File: src/rtl/alu_arbiter_if.sv
// alu_arbiter_if: request/response bundle between two requesters and the ALU arbiter.
// The master side is the requester pair. It drives valid, payload and response-ready.
// The slave side is the arbiter. It drives request-ready, response-valid and the shared result.
interface alu_arbiter_if #(
  parameter int N = 32
);
  // Request port 0
  logic         req0_valid;
  logic         req0_ready;
  logic [N-1:0] req0_a;
  logic [N-1:0] req0_b;
  logic [2:0]   req0_op;

  // Request port 1
  logic         req1_valid;
  logic         req1_ready;
  logic [N-1:0] req1_a;
  logic [N-1:0] req1_b;
  logic [2:0]   req1_op;

  // Response ports; result and overflow are shared by both
  logic         rsp0_valid;
  logic         rsp0_ready;
  logic         rsp1_valid;
  logic         rsp1_ready;
  logic [N-1:0] rsp_c;
  logic         rsp_ov;

  modport master (
    output req0_valid, req0_a, req0_b, req0_op,
    output req1_valid, req1_a, req1_b, req1_op,
    output rsp0_ready, rsp1_ready,
    input  req0_ready, req1_ready,
    input  rsp0_valid, rsp1_valid, rsp_c, rsp_ov
  );

  modport slave (
    input  req0_valid, req0_a, req0_b, req0_op,
    input  req1_valid, req1_a, req1_b, req1_op,
    input  rsp0_ready, rsp1_ready,
    output req0_ready, req1_ready,
    output rsp0_valid, rsp1_valid, rsp_c, rsp_ov
  );
endinterface

File: src/rtl/alu_arbiter.sv
// alu_arbiter: shares one external N-bit ALU between two requesters and grants round-robin on a tie.
// Latency: 2 cycles from request handshake to response valid. Peak throughput is one op per 3 cycles.
// Backpressure: the response is held until its port takes it, and both request ports are stalled meanwhile.
//
// Ports:
//   clk, rst           rising-edge clock; asynchronous active-high reset
//   bus (slave)        two request ports (valid/ready, a, b, op) and two response ports (valid/ready)
//                      with a shared rsp_c / rsp_ov
//   alu_a_o/alu_b_o    registered operands to the ALU
//   alu_op_o           registered opcode to the ALU
//   alu_c_i/alu_ov_i   ALU result and signed-overflow flag
//   busy_o             high while an operation is executing or waiting to be returned
//   grant_id_o         requester owning the current or last operation
module alu_arbiter #(
  parameter int N = 32
) (
  input  logic          clk,
  input  logic          rst,
  alu_arbiter_if.slave  bus,
  output logic [N-1:0]  alu_a_o,
  output logic [N-1:0]  alu_b_o,
  output logic [2:0]    alu_op_o,
  input  logic [N-1:0]  alu_c_i,
  input  logic          alu_ov_i,
  output logic          busy_o,
  output logic          grant_id_o
);

  localparam logic [2:0] OP_ADD = 3'b000;
  localparam logic [2:0] OP_SUB = 3'b001;

  typedef enum logic [1:0] {
    S_IDLE = 2'd0,
    S_EXEC = 2'd1,
    S_RESP = 2'd2
  } state_t;

  state_t       state_q,      state_d;
  logic         last_grant_q, last_grant_d;
  logic         grant_id_q,   grant_id_d;
  logic [N-1:0] alu_a_q,      alu_a_d;
  logic [N-1:0] alu_b_q,      alu_b_d;
  logic [2:0]   alu_op_q,     alu_op_d;
  logic [N-1:0] rsp_c_q,      rsp_c_d;
  logic         rsp_ov_q,     rsp_ov_d;
  logic         rsp0_vld_q,   rsp0_vld_d;
  logic         rsp1_vld_q,   rsp1_vld_d;
  logic         busy_q,       busy_d;

  // Grant: a lone requester wins outright; on a tie the port that did not
  // own the last completed operation wins. At most one of gnt0/gnt1 is high.
  logic gnt0, gnt1;
  assign gnt0 = bus.req0_valid & (~bus.req1_valid |  last_grant_q);
  assign gnt1 = bus.req1_valid & (~bus.req0_valid | ~last_grant_q);

  // Ready is combinational from the valids and only offered in IDLE.
  // It is also masked during reset so no handshake can appear to occur while the flops are held.
  logic idle;
  assign idle = (state_q == S_IDLE) & ~rst;
  assign bus.req0_ready = idle & gnt0;
  assign bus.req1_ready = idle & gnt1;

  // Payload of whichever port is granted this cycle.
  logic [N-1:0] sel_a, sel_b;
  logic [2:0]   sel_op;
  assign sel_a  = gnt1 ? bus.req1_a  : bus.req0_a;
  assign sel_b  = gnt1 ? bus.req1_b  : bus.req0_b;
  assign sel_op = gnt1 ? bus.req1_op : bus.req0_op;

  // Only add and subtract can overflow. The ALU's flag is ignored for logic
  // ops and for reserved opcodes, whatever the ALU drives.
  logic ov_qual;
  assign ov_qual = ((alu_op_q == OP_ADD) | (alu_op_q == OP_SUB)) & alu_ov_i;

  // Response is taken only by the port that owns it.
  logic rsp_take;
  assign rsp_take = grant_id_q ? bus.rsp1_ready : bus.rsp0_ready;

  always_comb begin
    state_d      = state_q;
    last_grant_d = last_grant_q;
    grant_id_d   = grant_id_q;
    alu_a_d      = alu_a_q;
    alu_b_d      = alu_b_q;
    alu_op_d     = alu_op_q;
    rsp_c_d      = rsp_c_q;
    rsp_ov_d     = rsp_ov_q;
    rsp0_vld_d   = rsp0_vld_q;
    rsp1_vld_d   = rsp1_vld_q;
    busy_d       = busy_q;

    unique case (state_q)
      S_IDLE: begin
        // A grant in IDLE is a handshake, because ready equals the grant here.
        if (gnt0 | gnt1) begin
          grant_id_d = gnt1;
          alu_a_d    = sel_a;
          alu_b_d    = sel_b;
          alu_op_d   = sel_op;
          busy_d     = 1'b1;
          state_d    = S_EXEC;
        end
      end
      S_EXEC: begin
        // The ALU inputs have been stable for a full cycle, so capture its output.
        rsp_c_d    = alu_c_i;
        rsp_ov_d   = ov_qual;
        rsp0_vld_d = ~grant_id_q;
        rsp1_vld_d =  grant_id_q;
        state_d    = S_RESP;
      end
      S_RESP: begin
        if (rsp_take) begin
          rsp0_vld_d   = 1'b0;
          rsp1_vld_d   = 1'b0;
          busy_d       = 1'b0;
          last_grant_d = grant_id_q;
          state_d      = S_IDLE;
        end
      end
      default: begin
        state_d = S_IDLE;
      end
    endcase
  end

  always_ff @(posedge clk or posedge rst) begin
    if (rst) begin
      state_q      <= S_IDLE;
      last_grant_q <= 1'b1;   // port 0 wins the first tie after reset
      grant_id_q   <= 1'b0;
      alu_a_q      <= '0;
      alu_b_q      <= '0;
      alu_op_q     <= OP_ADD;
      rsp_c_q      <= '0;
      rsp_ov_q     <= 1'b0;
      rsp0_vld_q   <= 1'b0;
      rsp1_vld_q   <= 1'b0;
      busy_q       <= 1'b0;
    end else begin
      state_q      <= state_d;
      last_grant_q <= last_grant_d;
      grant_id_q   <= grant_id_d;
      alu_a_q      <= alu_a_d;
      alu_b_q      <= alu_b_d;
      alu_op_q     <= alu_op_d;
      rsp_c_q      <= rsp_c_d;
      rsp_ov_q     <= rsp_ov_d;
      rsp0_vld_q   <= rsp0_vld_d;
      rsp1_vld_q   <= rsp1_vld_d;
      busy_q       <= busy_d;
    end
  end

  assign alu_a_o        = alu_a_q;
  assign alu_b_o        = alu_b_q;
  assign alu_op_o       = alu_op_q;
  assign bus.rsp_c      = rsp_c_q;
  assign bus.rsp_ov     = rsp_ov_q;
  assign bus.rsp0_valid = rsp0_vld_q;
  assign bus.rsp1_valid = rsp1_vld_q;
  assign busy_o         = busy_q;
  assign grant_id_o     = grant_id_q;

endmodule
File: src/flat_wrapper.sv
// flat-port wrapper written by rule: the top's interface ports become plain ports
module alu_arbiter_flat 
#(
  parameter int N = 32
)
  (clk, rst, alu_a_o, alu_b_o, alu_op_o, alu_c_i, alu_ov_i, busy_o, grant_id_o, bus_req0_valid, bus_req0_a, bus_req0_b, bus_req0_op, bus_req1_valid, bus_req1_a, bus_req1_b, bus_req1_op, bus_rsp0_ready, bus_rsp1_ready, bus_req0_ready, bus_req1_ready, bus_rsp0_valid, bus_rsp1_valid, bus_rsp_c, bus_rsp_ov);
  alu_arbiter_if #(.N(N)) bus_i ();
  input  logic clk;
  input  logic rst;
  output logic [N-1:0] alu_a_o;
  output logic [N-1:0] alu_b_o;
  output logic [2:0] alu_op_o;
  input  logic [N-1:0] alu_c_i;
  input  logic alu_ov_i;
  output logic busy_o;
  output logic grant_id_o;
  input wire logic [$bits(bus_i.req0_valid)-1:0] bus_req0_valid;
  input wire logic [$bits(bus_i.req0_a)-1:0] bus_req0_a;
  input wire logic [$bits(bus_i.req0_b)-1:0] bus_req0_b;
  input wire logic [$bits(bus_i.req0_op)-1:0] bus_req0_op;
  input wire logic [$bits(bus_i.req1_valid)-1:0] bus_req1_valid;
  input wire logic [$bits(bus_i.req1_a)-1:0] bus_req1_a;
  input wire logic [$bits(bus_i.req1_b)-1:0] bus_req1_b;
  input wire logic [$bits(bus_i.req1_op)-1:0] bus_req1_op;
  input wire logic [$bits(bus_i.rsp0_ready)-1:0] bus_rsp0_ready;
  input wire logic [$bits(bus_i.rsp1_ready)-1:0] bus_rsp1_ready;
  output wire logic [$bits(bus_i.req0_ready)-1:0] bus_req0_ready;
  output wire logic [$bits(bus_i.req1_ready)-1:0] bus_req1_ready;
  output wire logic [$bits(bus_i.rsp0_valid)-1:0] bus_rsp0_valid;
  output wire logic [$bits(bus_i.rsp1_valid)-1:0] bus_rsp1_valid;
  output wire logic [$bits(bus_i.rsp_c)-1:0] bus_rsp_c;
  output wire logic [$bits(bus_i.rsp_ov)-1:0] bus_rsp_ov;
  assign bus_i.req0_valid = bus_req0_valid;
  assign bus_i.req0_a = bus_req0_a;
  assign bus_i.req0_b = bus_req0_b;
  assign bus_i.req0_op = bus_req0_op;
  assign bus_i.req1_valid = bus_req1_valid;
  assign bus_i.req1_a = bus_req1_a;
  assign bus_i.req1_b = bus_req1_b;
  assign bus_i.req1_op = bus_req1_op;
  assign bus_i.rsp0_ready = bus_rsp0_ready;
  assign bus_i.rsp1_ready = bus_rsp1_ready;
  assign bus_req0_ready = bus_i.req0_ready;
  assign bus_req1_ready = bus_i.req1_ready;
  assign bus_rsp0_valid = bus_i.rsp0_valid;
  assign bus_rsp1_valid = bus_i.rsp1_valid;
  assign bus_rsp_c = bus_i.rsp_c;
  assign bus_rsp_ov = bus_i.rsp_ov;
  alu_arbiter #(.N(N)) u_core (.clk(clk), .rst(rst), .bus(bus_i), .alu_a_o(alu_a_o), .alu_b_o(alu_b_o), .alu_op_o(alu_op_o), .alu_c_i(alu_c_i), .alu_ov_i(alu_ov_i), .busy_o(busy_o), .grant_id_o(grant_id_o));
endmodule
File: config.mk
export PLATFORM = sky130hd
export DESIGN_NAME = alu_arbiter_flat
export DESIGN_NICKNAME = d
export VERILOG_FILES = /design/src/rtl/alu_arbiter_if.sv /design/src/rtl/alu_arbiter.sv /design/src/flat_wrapper.sv
export SDC_FILE = /design/constraint.sdc
export NUM_CORES = 1
export LEC_CHECK = 0
export BUFFER_PORTS_ARGS = -buffer_cell sky130_fd_sc_hd__buf_2
export CAP_MARGIN = 20
export CORE_AREA = 2 2 132 134
export DETAILED_ROUTE_END_ITERATION = 16
export DIE_AREA = 0 0 134 136
export GPL_ROUTABILITY_DRIVEN = 0
export PLACE_DENSITY = 0.56
export SYNTH_ARGS = -nofsm -noshare
export SYNTH_HDL_FRONTEND = slang
export SYNTH_SLANG_ARGS = --single-unit
File: constraint.sdc
create_clock -name clk -period 5.1 [get_ports clk]
set_input_delay 0.255 -clock clk [delete_from_list [all_inputs] [get_ports clk]]
set_output_delay 0.255 -clock clk [all_outputs]
set_load 0.02 [all_outputs]
# Word-level counts from Yosys, hierarchy flattened
# Cells that the tools add are included.
# classes
n_eq_ne	5
mux	12
bitwise	15
n_reduce_logical	9
# op_table
operator	n
$mux W32	2
$reduce_and A2 Y1	4
$and A1 B1 Y1	6
$pmux W1 S2	3
$pmux W2 S3	1
$not A1 Y1	5
$mux W2	2
$or A1 B1 Y1	4
$reduce_bool A2 Y1	2
$eq A3 B1 Y1 const B	1
$logic_not A3 Y1	1
$mux W1	3
$mux W3	1
$reduce_and A3 Y1	1
$eq A2 B1 Y1 const B	1
$eq A2 B2 Y1 const B	1
$logic_not A2 Y1	1
$ne A2 B1 Y1 const B	1
$ne A2 B2 Y1 const B	1
# totals
reg_bits	107
in_bits	173
out_inout_bits	106

# Logic depth before layout (Yosys ltp)
# depth
depth_word	6
ltp_mapped	6
ltp_nobuf	3

# Worst setup path after synthesis
# No wires, ideal clock.
# synth_timing
path_kind	register to output
startpoint	reg u_core.last_grant_q
endpoint	out bus_req1_ready
arrival_ns	1.567
t_required_ns	4.845
slack_ns	3.278
stages_incl_launch_ff	6
cell_sequence	dfstp_2 > a21bo_1 > buf_6 > buf_6 > buf_6 > nor4_1
# synth_via
elab_chain_cells	4
# synth_rtl
element	line_no	source
start: declaration	alu_arbiter.sv:39	logic last_grant_q, last_grant_d;
start signal: assignment	alu_arbiter.sv:142	last_grant_q <= last_grant_d;
$not A1 Y1	alu_arbiter.sv:54	assign gnt1 = bus.req1_valid & (~bus.req0_valid | ~last_grant_q);
$or A1 B1 Y1	alu_arbiter.sv:54	
$and A1 B1 Y1	alu_arbiter.sv:54	
$and A1 B1 Y1	alu_arbiter.sv:61	assign bus.req1_ready = idle & gnt1;
end: declaration	flat_wrapper.sv:28	output wire logic [$bits(bus_i.req1_ready)-1:0] bus_req1_ready;
# No other way between the ends.

# Final worst setup path
# layout_timing
startpoint	reg u_core.last_grant_q
endpoint	reg u_core.alu_a_q[10], in the netlist u_core.alu_a_o[10]
# layout_via
elab_chain_cells	5
elab_cells_between_ends	8
cone_classes	mux (1); bitwise (6); reduce/logical (1)
# layout_rtl
element	line_no	source
$not A1 Y1	alu_arbiter.sv:54	
$or A1 B1 Y1	alu_arbiter.sv:54	
$and A1 B1 Y1	alu_arbiter.sv:54	
$or A1 B1 Y1	alu_arbiter.sv:95	if (gnt0 | gnt1) begin
$reduce_and A2 Y1 (no line)	n/a	
end signal: assignment	alu_arbiter.sv:144	alu_a_q <= alu_a_d;
end: declaration	alu_arbiter.sv:41	logic [N-1:0] alu_a_q, alu_a_d;
# Parallel ways exist; a longest one is shown, timed or not.
# A chain may end at the register's enable or synchronous reset.

==> summary.md <==
| Metric | Value |
|---|---|
| Status | completed |
| Tot Pwr | 4.28 mW |
| Worst IR Drop VDD | 0.232 mV |
| Setup violations, final | 0 |
| CTS Buf Count | 9 |
| Sequential power share | 0.359 |
| CP max stage delay | 0.56 ns |
| Gate power share | 0.488 |
| Yosys warnings | 0 |
| Pwr/cell area | 625 nW/um2 |
| Global-route wire length before repair | 20300 um |
| Post-Synthesis Cells | 397 |
| Critical Path RT | 5.32 ns |
| CP max FO | 48 |
| Die Span Y | 136 um |
| Yosys top cell area share | 0.537 |
| Slowest cell on crit path | dfstp_2 |
| Synth Register Bits | 107 |
| Drt total wl | 13200 um |
| WHS | 0.0931 ns |
| Seq/Total Area, Yosys | 0.542 |
| Postcts setup bufs | 0 |
| Largest family of logic cells by synthesized area | multiplexers |
| Max Cap Violations | 0 |
| Critical path's most frequent cell | mux2_2 |
| Antenna viol nets, final | 0 |
| Critical path class | flip-flop to flip-flop |
| Rel. slew slack | 0.432 |
| Initial Utilization | 0.293 |
| CTS tree | built |
| Setup crit start | u_core.last_grant_q |
| CTS clk-pin slew, worst paths | 0.07 ns |
| Row Count | 48 |
| Post-Synth Adder-Cell Area | 0 |
| Final Hold Viols | 0 |
| Ports | 279 |
| Syn_area_per_cell | 12.5 um2 |
| Crit path capture type | flip-flop |
| Share of the clock period used by the worst path | 0.402 |
| Net Sw Power | 1.77 mW |
| Vias | 3978 |
| Hold Path Origin | alu_c_i[17] |
| Deepest clock path buffer count | 2 |
| Synth top area cells | dfrtp_1 54%, mux2_2 27%, nand2_1 7.6% |
| Sw Ratio | 0.413 |
| Die X | 134 um |
| Post-Synth XOR/XNOR Area | 0 |
| Share of the core filled with cells | 0.406 |
| Worst R2R Start | u_core.last_grant_q |
| Layout net count | 841 |
| Layout cells sized above 1 | 0.654 |
| ANT cells | 0 |
| Complex-gate fraction of the synthesized area | 0.0165 |
| Layout Skew | 0.00730 ns |
| DR vias/cell | 4.43 |
| Fmax | 487 MHz |
| Buf/Inv on CP | 1 |
| DRC | 0 |
| Grt ovf | 0 |
| Area delta synth->final | 38.5% |
| Max-slew violation count | 0 |
| Routed length per instance | 14.7 um |
| Vias in the first global route | 4117 |
| Final HPWL DP | 10000 um |
| Arrival time at the worst endpoint | 2.28 ns |
| CP startpoint kind | flip-flop |
| Clock group share of total power | 0.153 |
| Synth area leader | dfrtp_1 |
| TritonRoute pass-1 iters | 4 |
| Share of synthesized area spent on multiplexers | 0.319 |
| Mapped Area | 4940 um2 |
| H-tree Lvls | 3 |
| Largest net degree at the start of global routing | 70 |
| Total GRT Usage | 0.143 |
| Final min period | 2.05 ns |
| Net Count, Synth | 570 |
| Clock sink total | 107 |
| Hold Crit Class | primary input to flip-flop |
| Unrepaired setup endpoints after global routing | no |
| Slew @ Worst Pin | 0.852 ns |
| Clock Latency Late Sink | 0.34 ns |
| Die area | 18200 um2 |
| Internal | 2.51 mW |
| Critical-path cell list | a21bo_4, buf_16, mux2_2, mux2_2 |
| Post-synth cell types | 24 |
| LEAKAGE | 3.51 nW |
| Sum Neg Setup Slack | 0 ns |
| CP top delay family | multiplexers |
| # port buffers | 278 |
| DRT iter0 DRCs | 97 |
| Core Region | 16900 um2 |
| CTS root buf | clkbuf_16 |
| Initial antenna violation count | 0 |
| Synth Area in Simple Gates | 0.0929 |
==> final timing paths <==
check                                        to  slack, ns  depth (start not counted)
hold / removal             u_core.bus.rsp_c[17]       0.09                          3
setup reg to reg             u_core.alu_a_o[10]       3.05                          4
hold reg to reg               u_core.bus.rsp_ov       0.47                          2
max in group asynchronous    u_core.alu_a_o[27]       3.35                          4
setup / recovery             u_core.alu_a_o[10]       3.05                          4
min in group asynchronous  u_core.bus.rsp_c[24]       0.51                          3
==> what timing repair did <==
item	in CTS	in global routing
hold buffers	1	0
hold endpoints to repair	40	0
resized for setup	0	0
==> final cells by class <==
| cell class | count | area [um2] |
|---|---|---|
| Timing Repair Buffer | 285 | 1470 |
| Clock buffer | 9 | 225 |
| Fill cell | 1679 | 10000 |
| Sequential cell | 107 | 2680 |
| Tap cell | 225 | 282 |
| Clock inverter | 7 | 48.8 |
| Multi-Input combinational cell | 262 | 2130 |
| Inverter | 3 | 13.8 |
==> through the flow <==
| step | worst slack (ns) | instance area (um2) | cells |
|---|---|---|---|
| floorplan | 2.03 | 4940 | 397 |
| detailed placement | 2.82 | 6540 | 880 |
| global route | 2.96 | 6850 | 898 |
| CTS | 2.74 | 6820 | 897 |
| finish | 3.05 | 6850 | 898 |
| global placement | 2.87 | 6540 | 880 |
==> tightest hold or removal path, delay by kind of cell <==
family	cells	cell delay, ns
AND/OR/NAND/NOR	2	0.08
buffers and inverters	1	0.07
==> synthesized netlist by cell type, drive strengths merged <==
cell type and instances:
a21o 2, buf 17, mux2i 1, a21oi 3, nor4 2, nor3 1, nand3 2, clkbuf 8
nand2b 2, mux2 134, nor2 5, dfstp 1, nand2 100, dfrtp 106, nor2b 2, nand3b 1
a221oi 1, a211oi 1, o21ai 3, a21bo 2, inv 3
==> cells by family after synthesis <==
| kind of cell | count (synthesis) |
|---|---|
| and+or+nand+nor | 115 |
| buffers and inverters | 28 |
| DFF | 107 |
| muxes | 135 |
| AOI/OAI and AO/OA | 12 |
==> power groups by stage <==
stage | logic, mW | registers (mW) | clock network (mW)
after floorplan | 0.922 | 2.03 | 0
after global placement | 2.09 | 1.54 | 0
after detailed placement | 2.13 | 1.55 | 0
after CTS | 2.12 | 1.54 | 0.684
after global routing | 2.27 | 1.60 | 0.718
final | 2.09 | 1.54 | 0.653
==> cells in the final DEF (no fill, tap or decap), types with 2 or more instances in the layout <==
cell type and instances:
inv_1 2, clkbuf_16 9, nor2_1 5, nand2b_1 2
a21oi_1 3, o21ai_0 3, buf_2 278, nand2_1 100
dfrtp_1 106, nand3_1 2, clkinv_2 3, a21o_1 2
nor4_1 2, inv_6 3, mux2_2 118, mux2_4 16
buf_4 5
==> flip-flops by register name, summed over array words and instances (netlist names) <==
name,count
u_core.bus.rsp_ov,1
u_core.busy_o,1
u_core.bus.rsp_c,32
u_core.bus.rsp0_valid,1
u_core.alu_b_o,32
u_core.grant_id_o,1
u_core.state_q,2
u_core.alu_op_o,3
u_core.alu_a_o,32
u_core.bus.rsp1_valid,1
u_core.last_grant_q,1
==> metal layers <==
layer / wire length [um] / track usage / vias to the layer above
met3: 1300 / 0.0526 / 7
li1: - / - / 1890
met4: 93 / 0.0402 / 0
met5: 0 / 0 / -
met2: 6520 / 0.252 / 183
met1: 5320 / 0.162 / 1898
(Power assumes the default switching activity.)
